## config.mk

```make
export PLATFORM = sky130hd
export DESIGN_NAME = icache_ctrl_flat
export DESIGN_NICKNAME = d
export VERILOG_FILES = /design/src/rtl/icache_pkg.sv /design/src/rtl/icache_ctrl_if.sv /design/src/rtl/icache_data_array.sv /design/src/rtl/icache_ctrl.sv /design/src/flat_wrapper.sv
export SDC_FILE = /design/constraint.sdc
export NUM_CORES = 2
export LEC_CHECK = 0
export CORE_MARGIN = 4
export CORE_UTILIZATION = 48
export CTS_BUF_LIST = sky130_fd_sc_hd__clkbuf_4 sky130_fd_sc_hd__clkbuf_8
export DETAILED_ROUTE_END_ITERATION = 8
export GPL_ROUTABILITY_DRIVEN = 1
export HOLD_SLACK_MARGIN = 0.15
export PLACE_DENSITY_LB_ADDON = 0.3
export SLEW_MARGIN = 20
export SYNTH_ARGS = -nofsm -noshare
export SYNTH_HDL_FRONTEND = slang
export SYNTH_MEMORY_MAX_BITS = 65536
export SYNTH_SLANG_ARGS = --single-unit
```

## constraint.sdc

```tcl
create_clock -name clk -period 9.9 [get_ports clk]
set_clock_uncertainty 0.15 [all_clocks]
set_input_delay 0.99 -clock clk [delete_from_list [all_inputs] [get_ports clk]]
set_output_delay 0.99 -clock clk [all_outputs]
set_load 0.1 [all_outputs]
```

## src/rtl/icache_pkg.sv

```systemverilog
// Shared types and default geometry for the direct-mapped instruction cache.
// Holds the controller state encoding, the address-field widths and the stall fill word.
package icache_pkg;

    typedef enum logic {
        IDLE = 1'b0,
        FILL = 1'b1
    } state_t;

    localparam int DEF_LINES = 32;
    localparam int DEF_WORDS = 8;

    // Byte address layout: {tag, index, offset, byte}
    localparam int OFF_W = $clog2(DEF_WORDS);
    localparam int IDX_W = $clog2(DEF_LINES);
    localparam int TAG_W = 15 - OFF_W - IDX_W;

    localparam logic [15:0] STALL_INSTR = 16'h0000;

endpackage

```

## src/rtl/icache_ctrl_if.sv

```systemverilog
// Fetch-port and memory-port signal bundle between the core/memory and the cache.
// The slave modport is the cache's own view of the bundle.
interface icache_ctrl_if;

    logic        cpu_req;
    logic [15:0] cpu_addr;
    logic [15:0] cpu_instr;
    logic        cpu_stall;
    logic        flush;
    logic        mem_req;
    logic [15:0] mem_addr;
    logic [15:0] mem_rdata;
    logic        mem_rvalid;
    logic [15:0] hit_cnt;
    logic [15:0] miss_cnt;

    modport slave (
        input  cpu_req, cpu_addr, flush, mem_rdata, mem_rvalid,
        output cpu_instr, cpu_stall, mem_req, mem_addr, hit_cnt, miss_cnt
    );

    modport master (
        output cpu_req, cpu_addr, flush, mem_rdata, mem_rvalid,
        input  cpu_instr, cpu_stall, mem_req, mem_addr, hit_cnt, miss_cnt
    );

endinterface

```

## src/rtl/icache_data_array.sv

```systemverilog
// Instruction storage: LINES x WORDS x 16 bits.
// One synchronous write port for line fills, one asynchronous read port for fetch hits.
module icache_data_array
    import icache_pkg::*;
#(
    parameter int LINES = DEF_LINES,
    parameter int WORDS = DEF_WORDS
) (
    input  logic                     clk,
    input  logic                     i_we,
    input  logic [$clog2(LINES)-1:0] i_widx,
    input  logic [$clog2(WORDS)-1:0] i_woff,
    input  logic [15:0]              i_wdata,
    input  logic [$clog2(LINES)-1:0] i_ridx,
    input  logic [$clog2(WORDS)-1:0] i_roff,
    output logic [15:0]              o_rdata
);

    logic [15:0] r_mem [LINES][WORDS];

    // NOTE: storage arrays get no reset (validity is tracked separately), and flops always use <=.
    always_ff @(posedge clk) begin
        if (i_we) begin
            r_mem[i_widx][i_woff] <= i_wdata;
        end
    end

    assign o_rdata = r_mem[i_ridx][i_roff];

endmodule

```

## src/rtl/icache_ctrl.sv

```systemverilog
// Direct-mapped instruction cache with an 8-word pipelined line-fill controller.
// Optional perf counters: define ICACHE_PERF_EN to enable hit_cnt/miss_cnt.
module icache_ctrl
    import icache_pkg::*;
#(
    parameter int LINES = DEF_LINES,
    parameter int WORDS = DEF_WORDS
) (
    input logic          clk,
    input logic          rst,
    icache_ctrl_if.slave bus
);

    localparam int W_OFF = $clog2(WORDS);
    localparam int W_IDX = $clog2(LINES);
    localparam int W_TAG = 15 - W_OFF - W_IDX;

    state_t             r_state;
    state_t             w_next;
    logic [LINES-1:0]   r_valid;
    logic [W_TAG-1:0]   r_tag [LINES];
    logic [W_TAG-1:0]   r_fill_tag;
    logic [W_IDX-1:0]   r_fill_idx;
    logic [W_OFF:0]     r_ic;
    logic [W_OFF-1:0]   r_rc;
    logic               r_mem_req;
    logic [15:0]        r_mem_addr;

    logic [W_OFF-1:0]   w_off;
    logic [W_IDX-1:0]   w_idx;
    logic [W_TAG-1:0]   w_tag;
    logic [15:0]        w_rdata;
    logic               w_hit;
    logic               w_miss;
    logic               w_fill_we;
    logic               w_last;
    logic               w_unused_addr0;

    assign w_off          = bus.cpu_addr[W_OFF:1];
    assign w_idx          = bus.cpu_addr[W_OFF+W_IDX:W_OFF+1];
    assign w_tag          = bus.cpu_addr[15:W_OFF+W_IDX+1];
    assign w_unused_addr0 = bus.cpu_addr[0];

    assign w_hit     = (r_state == IDLE) && bus.cpu_req && r_valid[w_idx] && (r_tag[w_idx] == w_tag);
    assign w_miss    = (r_state == IDLE) && bus.cpu_req && !w_hit;
    assign w_fill_we = (r_state == FILL) && bus.mem_rvalid;
    assign w_last    = w_fill_we && (r_rc == W_OFF'(WORDS - 1));

    icache_data_array #(.LINES(LINES), .WORDS(WORDS)) u_data (
        .clk     (clk),
        .i_we    (w_fill_we),
        .i_widx  (r_fill_idx),
        .i_woff  (r_rc),
        .i_wdata (bus.mem_rdata),
        .i_ridx  (w_idx),
        .i_roff  (w_off),
        .o_rdata (w_rdata)
    );

    always_ff @(posedge clk or posedge rst) begin
        if (rst) r_state <= IDLE;
        else     r_state <= w_next;
    end

    // NOTE: every combinational output is defaulted first so no path can infer a latch.
    always_comb begin
        w_next = r_state;
        case (r_state)
            IDLE:    if (w_miss) w_next = FILL;
            FILL:    if (w_last) w_next = IDLE;
            default: w_next = IDLE;
        endcase
    end

    always_comb begin
        bus.cpu_instr = STALL_INSTR;
        bus.cpu_stall = 1'b0;
        case (r_state)
            IDLE: begin
                if (w_hit) bus.cpu_instr = w_rdata;
                bus.cpu_stall = w_miss;
            end
            FILL:    bus.cpu_stall = 1'b1;
            default: bus.cpu_stall = 1'b0;
        endcase
    end

    // r_ic holds the offset of the next request; the first request is launched from the miss cycle.
    always_ff @(posedge clk or posedge rst) begin
        if (rst) begin
            r_ic       <= '0;
            r_rc       <= '0;
            r_mem_req  <= 1'b0;
            r_mem_addr <= '0;
            r_fill_tag <= '0;
            r_fill_idx <= '0;
        end else if (r_state == IDLE) begin
            r_mem_req <= 1'b0;
            if (w_miss) begin
                r_fill_tag <= w_tag;
                r_fill_idx <= w_idx;
                r_mem_req  <= 1'b1;
                r_mem_addr <= {w_tag, w_idx, {W_OFF{1'b0}}, 1'b0};
                r_ic       <= (W_OFF+1)'(1);
            end
        end else begin
            if (r_ic != (W_OFF+1)'(WORDS)) begin
                r_mem_req  <= 1'b1;
                r_mem_addr <= {r_fill_tag, r_fill_idx, r_ic[W_OFF-1:0], 1'b0};
                r_ic       <= r_ic + 1'b1;
            end else begin
                r_mem_req  <= 1'b0;
            end
            if (bus.mem_rvalid) r_rc <= r_rc + 1'b1;
            if (w_last)         r_ic <= '0;
        end
    end

    // A completing fill installs its line after any same-edge flush has cleared the rest.
    always_ff @(posedge clk or posedge rst) begin
        if (rst) begin
            r_valid <= '0;
        end else begin
            if (bus.flush) r_valid <= '0;
            if (w_last)    r_valid[r_fill_idx] <= 1'b1;
        end
    end

    always_ff @(posedge clk) begin
        if (w_last) r_tag[r_fill_idx] <= r_fill_tag;
    end

    assign bus.mem_req  = r_mem_req;
    assign bus.mem_addr = r_mem_addr;

`ifdef ICACHE_PERF_EN
    logic [15:0] r_hit_cnt;
    logic [15:0] r_miss_cnt;

    always_ff @(posedge clk or posedge rst) begin
        if (rst) begin
            r_hit_cnt  <= '0;
            r_miss_cnt <= '0;
        end else begin
            if (w_hit && r_hit_cnt != 16'hFFFF)   r_hit_cnt  <= r_hit_cnt + 1'b1;
            if (w_miss && r_miss_cnt != 16'hFFFF) r_miss_cnt <= r_miss_cnt + 1'b1;
        end
    end

    assign bus.hit_cnt  = r_hit_cnt;
    assign bus.miss_cnt = r_miss_cnt;
`else
    assign bus.hit_cnt  = '0;
    assign bus.miss_cnt = '0;
`endif

endmodule
```

## src/flat_wrapper.sv

```systemverilog
// flat-port wrapper written by rule: the top's interface ports become plain ports
module icache_ctrl_flat import icache_pkg::*;
#(
    parameter int LINES = DEF_LINES,
    parameter int WORDS = DEF_WORDS
)
  (clk, rst, bus_cpu_req, bus_cpu_addr, bus_flush, bus_mem_rdata, bus_mem_rvalid, bus_cpu_instr, bus_cpu_stall, bus_mem_req, bus_mem_addr, bus_hit_cnt, bus_miss_cnt);
  icache_ctrl_if bus_i ();
  input logic clk;
  input logic rst;
  input wire logic [$bits(bus_i.cpu_req)-1:0] bus_cpu_req;
  input wire logic [$bits(bus_i.cpu_addr)-1:0] bus_cpu_addr;
  input wire logic [$bits(bus_i.flush)-1:0] bus_flush;
  input wire logic [$bits(bus_i.mem_rdata)-1:0] bus_mem_rdata;
  input wire logic [$bits(bus_i.mem_rvalid)-1:0] bus_mem_rvalid;
  output wire logic [$bits(bus_i.cpu_instr)-1:0] bus_cpu_instr;
  output wire logic [$bits(bus_i.cpu_stall)-1:0] bus_cpu_stall;
  output wire logic [$bits(bus_i.mem_req)-1:0] bus_mem_req;
  output wire logic [$bits(bus_i.mem_addr)-1:0] bus_mem_addr;
  output wire logic [$bits(bus_i.hit_cnt)-1:0] bus_hit_cnt;
  output wire logic [$bits(bus_i.miss_cnt)-1:0] bus_miss_cnt;
  assign bus_i.cpu_req = bus_cpu_req;
  assign bus_i.cpu_addr = bus_cpu_addr;
  assign bus_i.flush = bus_flush;
  assign bus_i.mem_rdata = bus_mem_rdata;
  assign bus_i.mem_rvalid = bus_mem_rvalid;
  assign bus_cpu_instr = bus_i.cpu_instr;
  assign bus_cpu_stall = bus_i.cpu_stall;
  assign bus_mem_req = bus_i.mem_req;
  assign bus_mem_addr = bus_i.mem_addr;
  assign bus_hit_cnt = bus_i.hit_cnt;
  assign bus_miss_cnt = bus_i.miss_cnt;
  icache_ctrl #(.LINES(LINES), .WORDS(WORDS)) u_core (.clk(clk), .rst(rst), .bus(bus_i));
endmodule
```

### Word-level counts from Yosys, hierarchy flattened

Memory sizes are Yosys's and may differ from the RTL's.
Cells that the tools add are included.

| storage, ports and cells | value |
|---|---|
| memories kept | 2 |
| RAM bits | 4320 |
| flip-flop bits (word level) | 69 |

Memory list:

| memory | depth | width | read ports | clocked after memory_dff | wr ports | line | RTL |
|---|---|---|---|---|---|---|---|
| u_core.u_data.r_mem | 32 | 128 | 1 | 0 | 1 | icache_data_array.sv:19 | `logic [15:0] r_mem [LINES][WORDS];` |
| u_core.r_tag | 32 | 7 | 1 | 0 | 1 | icache_ctrl.sv:21 | `logic [W_TAG-1:0] r_tag [LINES];` |

| operators by class | value |
|---|---|
| reductions and logical operators | 14 |
| bitwise logic cells | 4 |
| add/sub/neg operators | 2 |
| mux-type cells | 30 |
| eq/ne operators | 5 |
| magnitude comparators | 6 |

Operators by type and width:

| kind | count |
|---|---|
| $mux W128 | 1 |
| $mux W16 | 8 |
| $mux W32 | 2 |
| $bmux W16 S3 | 1 |
| $demux W16 S3 | 1 |
| $or A32 B32 Y32 | 1 |
| $mux W4 | 4 |
| $lt A5 B6 Y1 const B | 2 |
| $mux W1 | 9 |
| $ge A4 B4 Y1 const B | 2 |
| $logic_and A1 B1 Y1 | 8 |
| $not A3 Y4 | 2 |
| $reduce_and A2 Y1 | 4 |
| $eq A7 B7 Y1 | 1 |
| $bmux W1 S5 | 1 |
| $demux W1 S5 | 1 |
| $ge A5 B1 Y1 const B | 1 |
| $add A4 B1 Y4 const B | 1 |
| $lt A4 B1 Y1 const B | 1 |
| $ne A4 B4 Y1 const B | 1 |
| $pmux W1 S2 | 2 |
| $add A3 B1 Y3 const B | 1 |
| $eq A3 B3 Y1 const B | 1 |
| $ne A3 B3 Y1 const B | 1 |
| 4 further kinds | 4 |

### Longest topological paths before layout

| depth | value |
|---|---|
| depth in word-level cells | 8 |
| depth in mapped cells | 13 |
| mapped depth without buffers | 8 |

### Modules after synthesis

From an unflattened synthesis, not the netlist that was laid out.

| unflattened totals | value |
|---|---|
| cells, all modules | 8200 |
| area total of the unflattened synthesis | 171587.1 um2 |

By module, submodules not included:

| module | sequential area each (um2) | times used | area each (um2) | cells an instance |
|---|---|---|---|---|
| icache_data_array | 122998.0 | 1 | 159033.8 | 7383 |
| icache_ctrl | 8428.1 | 1 | 12553.3 | 817 |

### Least setup slack after synthesis

OpenSTA, ideal clock, no wires.

| path | value |
|---|---|
| kind | input-to-output |
| start point | in bus_cpu_addr[5] |
| end point | out bus_cpu_instr[10] |
| buffers on the path | 5 |
| slack | 3.088 ns |
| stages on the path | 12 |
| arrival time | 5.672 ns |
| cells stage by stage | buf_4 buf_6 buf_2 buf_2 mux4_2 o211ai_1 nand4_1 xor2_1 nor3_1 nand3_1 clkbuf_1 a211oi_1 |

| between the ends | value |
|---|---|
| cells in the longest elaborated chain, start to end | 6 |
| elaborated cells between the ends (all ways) | 12 |
| those cells by class | eq/ne: 1; mux: 7; reduce/logical: 2; memory: 2 |

RTL lines:

| element | line | RTL |
|---|---|---|
| start, declared | flat_wrapper.sv:12 | `input wire logic [$bits(bus_i.cpu_addr)-1:0] bus_cpu_addr;` |
| $mem_v2 Z32 W128 or $bmux W1 S5 (tied branches) | n/a |  |
| $bmux W16 S3 or $mux W1 (tied branches) | icache_data_array.sv:28, icache_ctrl.sv:44 |  |
| $mux W16 (not written as such) or $logic_and A1 B1 Y1 (tied branches) (2 in a row) | icache_data_array.sv:28, icache_ctrl.sv:44 |  |
| $mux W16 * | icache_ctrl.sv:80 | `if (w_hit) bus.cpu_instr = w_rdata;` |
| $mux W16 * | icache_ctrl.sv:78 | `case (r_state)` |
| end, declared | flat_wrapper.sv:16 | `output wire logic [$bits(bus_i.cpu_instr)-1:0] bus_cpu_instr;` |

Every way passes the cells marked *; elsewhere a longest branch is shown, timed or not. The select of a mux whose other input is x is not followed.

### Worst setup path after layout

| path | value |
|---|---|
| start point | in bus_cpu_addr[4] |
| end point | out bus_cpu_instr[5] |

Same word-level chain as after synthesis.

==> impl_metrics.env <==
export IMPL_power_share_sequential=0.542
export IMPL_cts_htree_levels=6
export IMPL_drt_iter0_drc=10379
export IMPL_slew_violations=0
export IMPL_ctsResizeCount=0
export IMPL_wl_met2_um=202000
export IMPL_fin_crit_sh=0.742
export IMPL_grtUsageTotal=0.226
export IMPL_wl_um=413000
export IMPL_internal_power_mw=29.5
export IMPL_crit_chain="buf_16 > buf_12 > mux4_2 > a22o_1 > o21ai_1 > o41ai_1 > xor2_1 > a2111oi_4 > nand3_1 > buf_4 > a211oi_1 > buf_4"
export IMPL_yosysWarnings=0
export IMPL_synth_cell_type_count=57
export IMPL_nNetsFinal=7760
export IMPL_hold_slack_ns=0.194
export IMPL_wl_met3_um=36100
export IMPL_crit_slowest_cell="a211oi_1"
export IMPL_grt_pass1_wl_um=589000
export IMPL_die_w_um=602
export IMPL_post_cts_buffers=0
export IMPL_cp_end_kind="output pin"
export IMPL_final_setup_viol_count=0
export IMPL_grt_max_degree=147
export IMPL_clk_latency_ns=1.20
export IMPL_fillers=25661
export IMPL_met1_length_um=161000
export IMPL_io_buffer_count=68
export IMPL_crit_path_frequent_cell="buf_4"
export IMPL_hp_class="in2reg"
export IMPL_setup_tns_final_ns=0
export IMPL_worstMarginPinSlew_ns=1.24
export IMPL_num_rows=217
export IMPL_cts_buffers=688
export IMPL_status="finished clean"
export IMPL_highest_signal_layer="met5"
export IMPL_coreArea_um2=350000
export IMPL_die_height_um=602
export IMPL_max_clock_path_buffers=4
export IMPL_synth_seq_cells=4388
export IMPL_synth_top_area_share=0.767
export IMPL_post_drt_wl_per_cell_um=32.1
export IMPL_slew_limit_headroom=0.169
export IMPL_ys_flop_type="edfxtp_1"
export IMPL_tritoncts="done"
export IMPL_final_layout_size_suffix_gt1_frac=0.355
export IMPL_synth_top_area_cell="edfxtp_1"
export IMPL_arrival_ns=6.21
export IMPL_final_hold_viol_count=0
export IMPL_area_growth_pct=12.5
export IMPL_ant_nets=0
export IMPL_p_sw_mw=9.42
export IMPL_startpoint_type="primary input"
export IMPL_ir_drop_mv=0.197
export IMPL_grt_pass1_vias=80706
export IMPL_syn_inst=6971
export IMPL_clkTransAtPathRegs_ns=0.06
export IMPL_ys_async_sr_fraction=0.0155
export IMPL_clock_sinks=4388
export IMPL_swShare=0.242
export IMPL_cts_root_buf="clkbuf_8"
export IMPL_gp_congestion=0.833
export IMPL_start_util=0.483
export IMPL_maxCapViolCount=0
export IMPL_avgSynthCellArea_um2=24.3
export IMPL_pin_count=103
export IMPL_fmax_mhz=136
export IMPL_synth_edf_count=4320
export IMPL_power_density_nw_per_um2=205
export IMPL_critPathKind="in2out"
export IMPL_ys_seq_area_frac=0.777
export IMPL_vias=79057
export IMPL_viasPerCell=6.16
export IMPL_rsz0062_at_grt="false"
export IMPL_period_needed_ns=7.35
export IMPL_antenna_found_initial=27
export IMPL_leakagePower_nw=59.4
export IMPL_cp_max_fo=93
export IMPL_comb_power_share=0.080
export IMPL_p_clk_frac=0.378
export IMPL_die_area_um2=362000
export IMPL_cp_data_required_time_ns=8.76
export IMPL_grt_overflow_total=0
export IMPL_post_dp_hpwl_um=232000
export IMPL_firstDrtPassIters=6
export IMPL_drc=0
export IMPL_synthTopCellsByArea="edfxtp_1, mux4_2, dfrtp_1"
export IMPL_synth_area_um2=169000
export IMPL_cpPeakStageDelay_ns=0.96
==> cell families after synthesis <==
kind of cell / after synthesis / share of synthesized area
flops: 4388 / 0.777
mux: 1467 / 0.190
simple gates: 486 / 0.0123
buf+inv: 460 / 0.0129
compound gates: 155 / 0.00671
xor+xnor: 10 / 0.000518
fa+ha+maj: 4 / 0.000296
other cells: 1 / 0.0000222
==> cell usage in the layout (no fill, tap or decap), drive strengths merged, types with 17 or more instances in the layout <==
cell,n
nor2,305
a211oi,32
nand2,66
and3,17
conb,33
inv,78
mux4,1392
mux2,17
nand3,37
mux2i,58
clkbuf,947
dfrtp,68
clkdlybuf4s50,29
nor2b,29
edfxtp,4320
clkinv,210
buf,404
a21oi,20
o22ai,32
==> flip-flops by register name, summed over array words and instances (netlist names) <==
register and cells:
u_core.r_valid 32, u_core.r_ic 4, u_core.r_fill_idx 5, u_core.bus.mem_addr 15
u_core.r_rc 3, u_core.r_state 1, u_core.bus.mem_req 1, u_core.r_tag 224
u_core.r_fill_tag 7, u_core.u_data.r_mem 4096
==> through the flow <==
stage / setup slack, ns / utilization / instance area [um2] / power (mW) / instances
6_report: 2.55 / 0.544 / 190000 / 38.9 / 12839
4_1_cts: 2.57 / 0.543 / 190000 / 39.2 / 12829
3_5_place_dp: 2.54 / 0.506 / 177000 / 24.6 / 11621
3_3_place_gp: 2.66 / 0.505 / 177000 / 24.5 / 11621
5_1_grt: 2.34 / 0.544 / 190000 / 40.3 / 12833
2_1_floorplan: 3.09 / - / 169000 / 23.1 / 7003
==> cell usage after synthesis (3+ instances only) <==
cell	number
inv_1	37
a22oi_1	14
nor2b_1	29
a21oi_1	20
nor3b_1	4
o211ai_1	16
or2_2	3
buf_1	75
mux4_2	1392
xnor2_1	4
nand2_1	66
a211o_1	12
buf_4	47
mux2_1	3
nand3_1	37
nor2_1	305
o22ai_1	32
a211oi_1	32
xor2_1	6
and3_1	17
mux2_2	14
dfrtp_1	68
a22o_1	5
a221oi_1	3
nand2b_1	5
nor3_1	3
ha_1	4
edfxtp_1	4320
mux2i_1	57
and2_1	4
buf_2	139
nand4_1	6
buf_6	14
a31oi_1	5
clkbuf_1	147
==> worst max-delay path, delay by kind of cell <==
family	cells	cell delay (ns)
AOI/OAI and AO/OA	5	2.01
xor gates and xnor gates	1	0.21
buffers and inverters	4	1.89
muxes	1	0.61
and+or+nand+nor	1	0.32
==> cell type report <==
type / instances / area, um2 / area share
Timing Repair Buffer: 448 / 3910 / 0.0206
Antenna cell: 10 / 25.0 / 0.000132
Clock inverter: 262 / 1760 / 0.00923
Clock buffer: 939 / 11400 / 0.0597
Multi-Input combinational cell: 2155 / 35800 / 0.188
Inverter: 38 / 150 / 0.000789
Sequential cell: 4388 / 131000 / 0.691
Tap cell: 4599 / 5750 / 0.0302
==> power by group through the flow <==
stage / clock network, mW / registers, mW / logic [mW]
global placement: 0 / 21.5 / 3.04
detailed placement: 0 / 21.5 / 3.11
finish: 14.7 / 21.1 / 3.10
CTS: 15.0 / 21.1 / 3.11
floorplan: 0 / 21.6 / 1.56
global route: 15.9 / 21.1 / 3.23
==> per-layer routing <==
| metal | vias to the layer above | track usage |
|---|---|---|
| li1 | 31582 | - |
| met1 | 42803 | 0.318 |
| met2 | 3967 | 0.359 |
| met3 | 703 | 0.0450 |
| met4 | 2 | 0.0737 |
| met5 | - | 0 |
==> final timing paths <==
check                      slack (ns)                  from                           to  cells after the start
max                              2.55       bus_cpu_addr[4]             bus_cpu_instr[5]                     12
min                              0.19             bus_flush           u_core.r_valid[28]                      2
max reg2reg                      6.08  u_core.r_fill_idx[1]  u_core.u_data.r_mem[22][43]                      5
min reg2reg                      0.39     u_core.r_valid[4]            u_core.r_valid[4]                      2
max in group asynchronous        8.16                   rst         u_core.r_fill_tag[4]                      4
min in group asynchronous        0.78                   rst       u_core.bus.mem_addr[3]                      4
==> repair_timing <==
item | CTS | global route
endpoints found under the hold margin | 462 | 0
hold buffers | 7 | 0
setup endpoints to repair | 0 | 0
No activity file was read; power rests on OpenSTA's default activity.
